[src/rtl/rename_unit_param.sv]
// Single-wide register rename: speculative RAT + circular free list, retirement RAT for 1-cycle flush recovery.
// Latency 1 cycle; stalls on full output register or empty free list. Optional RENAME_PERF_CNT_EN adds perf counters.
module rename_unit_param #(
    parameter  int ARCH_REGS = 32,
    parameter  int PHYS_REGS = 128,
    localparam int PREG_W    = $clog2(PHYS_REGS),
    localparam int AREG_W    = $clog2(ARCH_REGS)
) (
    input  logic              clk,
    input  logic              rst_n,
    input  logic              in_valid,
    output logic              in_ready,
    input  logic [31:0]       in_instr,
    output logic              out_valid,
    input  logic              out_ready,
    output logic [31:0]       out_instr,
    output logic              out_has_rd,
    output logic [PREG_W-1:0] out_prs1,
    output logic [PREG_W-1:0] out_prs2,
    output logic [PREG_W-1:0] out_prd,
    output logic [PREG_W-1:0] out_old_prd,
    input  logic              commit_valid,
    input  logic              commit_has_rd,
    input  logic [AREG_W-1:0] commit_arch_rd,
    input  logic [PREG_W-1:0] commit_prd,
    input  logic [PREG_W-1:0] commit_old_prd,
    input  logic              flush
`ifdef RENAME_PERF_CNT_EN
    ,
    output logic [31:0]       perf_stall_fl,
    output logic [31:0]       perf_renamed
`endif
);

    localparam int FL_DEPTH = PHYS_REGS - ARCH_REGS;
    localparam int PTR_W    = $clog2(2 * FL_DEPTH);
    localparam int IDX_W    = $clog2(FL_DEPTH);

    logic [PREG_W-1:0] rat  [ARCH_REGS];
    logic [PREG_W-1:0] rrat [ARCH_REGS];
    logic [PREG_W-1:0] fl   [FL_DEPTH];
    logic [PTR_W-1:0]  head, chead, tail;
    logic [PTR_W-1:0]  free_cnt;

    // Pointers run mod 2*FL_DEPTH so full and empty are distinguishable.
    function automatic logic [PTR_W-1:0] ptr_inc(input logic [PTR_W-1:0] p);
        if (p == PTR_W'(2 * FL_DEPTH - 1)) return '0;
        else                               return p + 1'b1;
    endfunction

    function automatic logic [IDX_W-1:0] ptr_idx(input logic [PTR_W-1:0] p);
        if (p >= PTR_W'(FL_DEPTH)) return IDX_W'(p - PTR_W'(FL_DEPTH));
        else                       return IDX_W'(p);
    endfunction

    logic [6:0]        opcode;
    logic [AREG_W-1:0] rd, rs1, rs2;
    logic              writes_rd, has_rd, fl_empty, accept, alloc, commit_en;

    assign opcode = in_instr[6:0];
    assign rd     = in_instr[7 +: AREG_W];
    assign rs1    = in_instr[15 +: AREG_W];
    assign rs2    = in_instr[20 +: AREG_W];

    always_comb begin
        writes_rd = 1'b0;
        case (opcode)
            7'b0110011, 7'b0010011, 7'b0000011, 7'b0110111,
            7'b0010111, 7'b1101111, 7'b1100111: writes_rd = 1'b1;
            default:                            writes_rd = 1'b0;
        endcase
    end

    always_comb begin
        if (tail >= head) free_cnt = tail - head;
        else              free_cnt = tail + PTR_W'(2 * FL_DEPTH) - head;
    end

    assign has_rd    = writes_rd && (rd != '0);
    assign fl_empty  = (free_cnt == '0);
    assign in_ready  = !flush && (!out_valid || out_ready) && (!has_rd || !fl_empty);
    assign accept    = in_valid && in_ready;
    assign alloc     = accept && has_rd;
    assign commit_en = commit_valid && commit_has_rd;

    always_ff @(posedge clk or negedge rst_n) begin
        if (!rst_n) begin
            for (int i = 0; i < ARCH_REGS; i++) begin
                rat[i]  <= PREG_W'(i);
                rrat[i] <= PREG_W'(i);
            end
            for (int k = 0; k < FL_DEPTH; k++) fl[k] <= PREG_W'(ARCH_REGS + k);
            head  <= '0;
            chead <= '0;
            tail  <= PTR_W'(FL_DEPTH);
        end else begin
            if (commit_en) begin
                fl[ptr_idx(tail)] <= commit_old_prd;
                tail              <= ptr_inc(tail);
                chead             <= ptr_inc(chead);
                if (commit_arch_rd != '0) rrat[commit_arch_rd] <= commit_prd;
            end
            // Restore from the post-commit retirement view; x0 entry is never touched.
            if (flush) begin
                for (int i = 1; i < ARCH_REGS; i++)
                    rat[i] <= (commit_en && commit_arch_rd == AREG_W'(i)) ? commit_prd : rrat[i];
                head <= commit_en ? ptr_inc(chead) : chead;
            end else if (alloc) begin
                rat[rd] <= fl[ptr_idx(head)];
                head    <= ptr_inc(head);
            end
        end
    end

    always_ff @(posedge clk or negedge rst_n) begin
        if (!rst_n) begin
            out_valid   <= 1'b0;
            out_instr   <= '0;
            out_has_rd  <= 1'b0;
            out_prs1    <= '0;
            out_prs2    <= '0;
            out_prd     <= '0;
            out_old_prd <= '0;
        end else if (flush) begin
            out_valid <= 1'b0;
        end else if (accept) begin
            out_valid   <= 1'b1;
            out_instr   <= in_instr;
            out_has_rd  <= has_rd;
            out_prs1    <= rat[rs1];
            out_prs2    <= rat[rs2];
            out_prd     <= has_rd ? fl[ptr_idx(head)] : '0;
            out_old_prd <= has_rd ? rat[rd] : '0;
        end else if (out_ready) begin
            out_valid <= 1'b0;
        end
    end

`ifdef RENAME_PERF_CNT_EN
    always_ff @(posedge clk or negedge rst_n) begin
        if (!rst_n) begin
            perf_stall_fl <= '0;
            perf_renamed  <= '0;
        end else begin
            if (in_valid && has_rd && fl_empty && perf_stall_fl != '1)
                perf_stall_fl <= perf_stall_fl + 1'b1;
            if (accept && perf_renamed != '1)
                perf_renamed <= perf_renamed + 1'b1;
        end
    end
`endif

endmodule

[config.mk]
export PLATFORM = sky130hd
export DESIGN_NAME = rename_unit_param
export DESIGN_NICKNAME = d
export VERILOG_FILES = /design/src/rtl/rename_unit_param.sv
export SDC_FILE = /design/constraint.sdc
export NUM_CORES = 2
export LEC_CHECK = 0
export ABC_CLOCK_PERIOD_IN_PS = 4000
export BUFFER_PORTS_ARGS = -buffer_cell sky130_fd_sc_hd__buf_2
export CAP_MARGIN = 0
export CORE_ASPECT_RATIO = 1.75
export CORE_MARGIN = 3
export CORE_UTILIZATION = 55
export DETAILED_ROUTE_END_ITERATION = 8
export PLACE_DENSITY = 0.74
export SLEW_MARGIN = 20
export SYNTH_ARGS = -nofsm -noshare
export SYNTH_HDL_FRONTEND = slang
export SYNTH_SLANG_ARGS = --single-unit
export TNS_END_PERCENT = 30
[constraint.sdc]
create_clock -name clk -period 4 [get_ports clk]
set_clock_uncertainty 0.05 [all_clocks]
set_input_delay 0.4 -clock clk [delete_from_list [all_inputs] [get_ports clk]]
set_output_delay 0.4 -clock clk [all_outputs]
set_load 0.01 [all_outputs]
==> flow_metrics.py <==
metrics = {
    "status": {
        "status": "finished clean",
    },
    "logic_synthesis": {
        "ys.warnings.count": 0,
        "synth_seq_cells": 1199,
        "avgSynthCellArea_um2": 14.21,
        "synth_edf_count": 0,
        "yosysUniqueCellTypes": 72,
        "syn_inst": 4228,
        "synthFlopType": "dfrtp_1",
        "yosysSeqAreaShare": 0.5105,
        "syn_area_um2": 60070,
        "ys_async_sr_fraction": 1.000,
        "syn-num-nets": 4315,
    },
    "setup_path": {
        "cp.required_ns": 3.55,
        "arrival_ns": 3.43,
        "startpoint_type": "flop",
        "crit_family": "compound AO/OA/AOI/OAI gates",
        "crit_type": "flop to output port",
        "reg2reg_depth": 14,
        "rrSetupSlack_ns": 0.16,
        "slowest_delay_ns": 0.52,
        "crit_chain": "inv_1 > ha_2 > inv_1 > fa_1 > nor2_2 > o31ai_1 > o31ai_1 > o2bb2ai_1 > o22ai_2 > a31oi_4 > buf_4",
        "rr_endpoint": "rat[22]",
        "crit_fanout": 4,
        "cp.buffers_inverters": 3,
        "cp.depth": 11,
        "r2r_start": "head[1]",
        "end_kind": "output port",
        "slowest_stage": "dfrtp_4",
    },
    "clock_network": {
        "cts.clk_slew.worst_paths_ns": 0.07,
        "cts-root-buf": "clkbuf_16",
        "cts_made_buffers": 109,
        "htreeDepth": 3,
        "cts_max_path_buffers": 3,
        "worstSkewPairLatency_ns": 0.77,
        "cts.sinks": 1199,
        "cts_tree": "built",
    },
    "sta": {
        "fin_crit_sh": 0.9699,
        "hold-worst-slack_ns": 0.07493,
        "max_freq_mhz": 257.8,
        "hold_viol": 0,
        "finalSetupViolations": 0,
        "slew_viol_final": 0,
        "tightestPinTransition_ns": 1.229,
        "slew_headroom": 0.1807,
        "final.min_clock_period_ns": 3.880,
    },
    "routing": {
        "drtAntennaViolNets": 0,
        "postRouteWirelength_um": 173100,
        "post-route-drc-count": 0,
        "vias_per_cell": 6.450,
        "drtPass1Iterations": 5,
        "drtIter0Drc": 3009,
        "wl_per_cell_um": 29.41,
        "vias": 37976,
    },
    "die": {
        "core_um2": 107800,
        "fp.dieArea_um2": 113400,
        "die_w_um": 255.8,
        "start_util": 0.5571,
        "rows": 159,
        "io_pins": 121,
        "die_h_um": 443.2,
    },
    "grt": {
        "grt_pass1_wl_um": 262800,
        "grt_pass1_vias": 40950,
        "grt_max_degree": 129,
        "grt_usage": 0.3097,
        "antenna_found_initial": 7,
        "grt_overflow": 0,
    },
    "cells_and_area": {
        "layout_common_cells": "mux2_2 (1171), dfrtp_1 (664), dfstp_2 (530), nand2_1 (447), mux4_2 (368)",
        "nNetsFinal": 4426,
        "area_delta_synth_final_pct": 12.72,
        "fin_util": 0.6279,
        "final_layout_size_suffix_gt1_frac": 0.5890,
        "fillCellCount": 8053,
        "final_common_cell": "mux2_2",
        "postLayoutCellArea_um2": 67710,
    },
    "pwr": {
        "power_density_nw_per_um2": 547.7,
        "peakVddDrop_uv": 598.9,
        "p_leak_nw": 29.14,
    },
    "job": {
        "cap_violations": 0,
    },
    "placement": {
        "place_hpwl_um": 118200,
        "place_area_um2": 63410,
        "gp_congestion": 1.068,
        "io_buffers": 120,
    },
    "min_path": {
        "hold_depth": 2,
        "min_from": "in_instr[18]",
        "min_path_type": "input pin to flop",
        "holdPathEnd": "out_instr[18]",
    },
}
where the power goes:
part / internal (mW) / leakage [nW] / switching, mW
registers: 14.4 / 14.5 / 1.03
clock network: 6.82 / 1.99 / 4.89
logic: 4.54 / 12.7 / 5.40
total: 25.8 / 29.1 / 11.3
per-layer routing:
metal  track usage  wire (um)  vias up
met3       0.04862       9338      645
li1              -          -    15958
met2        0.5470      89710     1511
met4        0.2330      15610        8
met5             0         56        -
met1        0.3348      58430    19854
registers in the layout, indices dropped and copies added, names as in the netlist:
| name | count |
|---|---|
| out_has_rd | 1 |
| out_valid | 1 |
| out_instr | 32 |
| chead | 8 |
| rat | 224 |
| rrat | 217 |
| out_prs2 | 7 |
| out_prd | 7 |
| fl | 672 |
| out_old_prd | 7 |
| tail | 8 |
| out_prs1 | 7 |
| head | 8 |
cells in the mapped netlist, types with 35 or more instances:
library cell | n | share of area
buf_2 | 43 | 0.0036
mux4_2 | 368 | 0.14
nor2_1 | 54 | 0.0034
mux2i_1 | 46 | 0.0077
o21ai_1 | 203 | 0.017
dfrtp_1 | 669 | 0.28
o22ai_1 | 35 | 0.0036
clkbuf_1 | 216 | 0.013
nand2_1 | 448 | 0.028
mux2_2 | 1171 | 0.22
dfstp_2 | 530 | 0.23
worst max path at each step:
| stage | startpoint | to | slack [ns] |
|---|---|---|---|
| final | head[1] | in_ready | 0.12 |
| after global routing | head[1] | in_ready | -0.007 |
| after CTS | head[5] | in_ready | 0.04 |
| after detailed placement | head[1] | rat[105] | 0.26 |
| after global placement | head[1] | rat[165] | 0.27 |
| after floorplan | head[1] | out_instr[12] | 0.008 |
area by class of cell:
type | instances | area (um2) | area share
Sequential cell | 1199 | 30680 | 0.4531
Multi-Input combinational cell | 2690 | 28370 | 0.4190
Clock buffer | 151 | 3136 | 0.04631
Timing Repair Buffer | 302 | 2648 | 0.03910
Tap cell | 1449 | 1813 | 0.02678
Clock inverter | 56 | 912.1 | 0.01347
Inverter | 37 | 140.1 | 0.002070
Antenna cell | 4 | 10.01 | 0.0001478
cell families (layout without fill, tap and decap cells):
| group | count (synthesis) | in the layout | synth area share |
|---|---|---|---|
| AOI/OAI and AO/OA | 408 | 408 | 0.04497 |
| xor gates and xnor gates | 15 | 15 | 0.002187 |
| adders and majority gates | 29 | 29 | 0.006915 |
| buffers and inverters | 339 | 546 | 0.02327 |
| DFF | 1199 | 1199 | 0.5105 |
| muxes | 1585 | 1585 | 0.3652 |
| other | 0 | 4 | 0 |
| and+or+nand+nor | 653 | 653 | 0.04695 |
repair_timing:
action | 4_1_cts | 5_1_grt
buffers inserted | 1 | 0
resized for setup | 2 | 8
cloned | 0 | 0
setup endpoints to repair | 1 | 39
endpoints found under the hold margin | 64 | 0
pin swaps | 1 | 2
hold buffers | 19 | 0
stage by stage:
stage	std cells	setup TNS, ns	power, mW	setup WS [ns]
after floorplan	4228	0	21.19	0.007635
after global placement	5657	0	25.08	0.2707
after CTS	5884	0	37.11	0.03821
after global routing	5885	-0.007068	38.40	-0.007068
after detailed placement	5657	0	25.35	0.2557
final	5888	0	37.08	0.1204
Note: power is estimated with default switching activity, not from simulation.
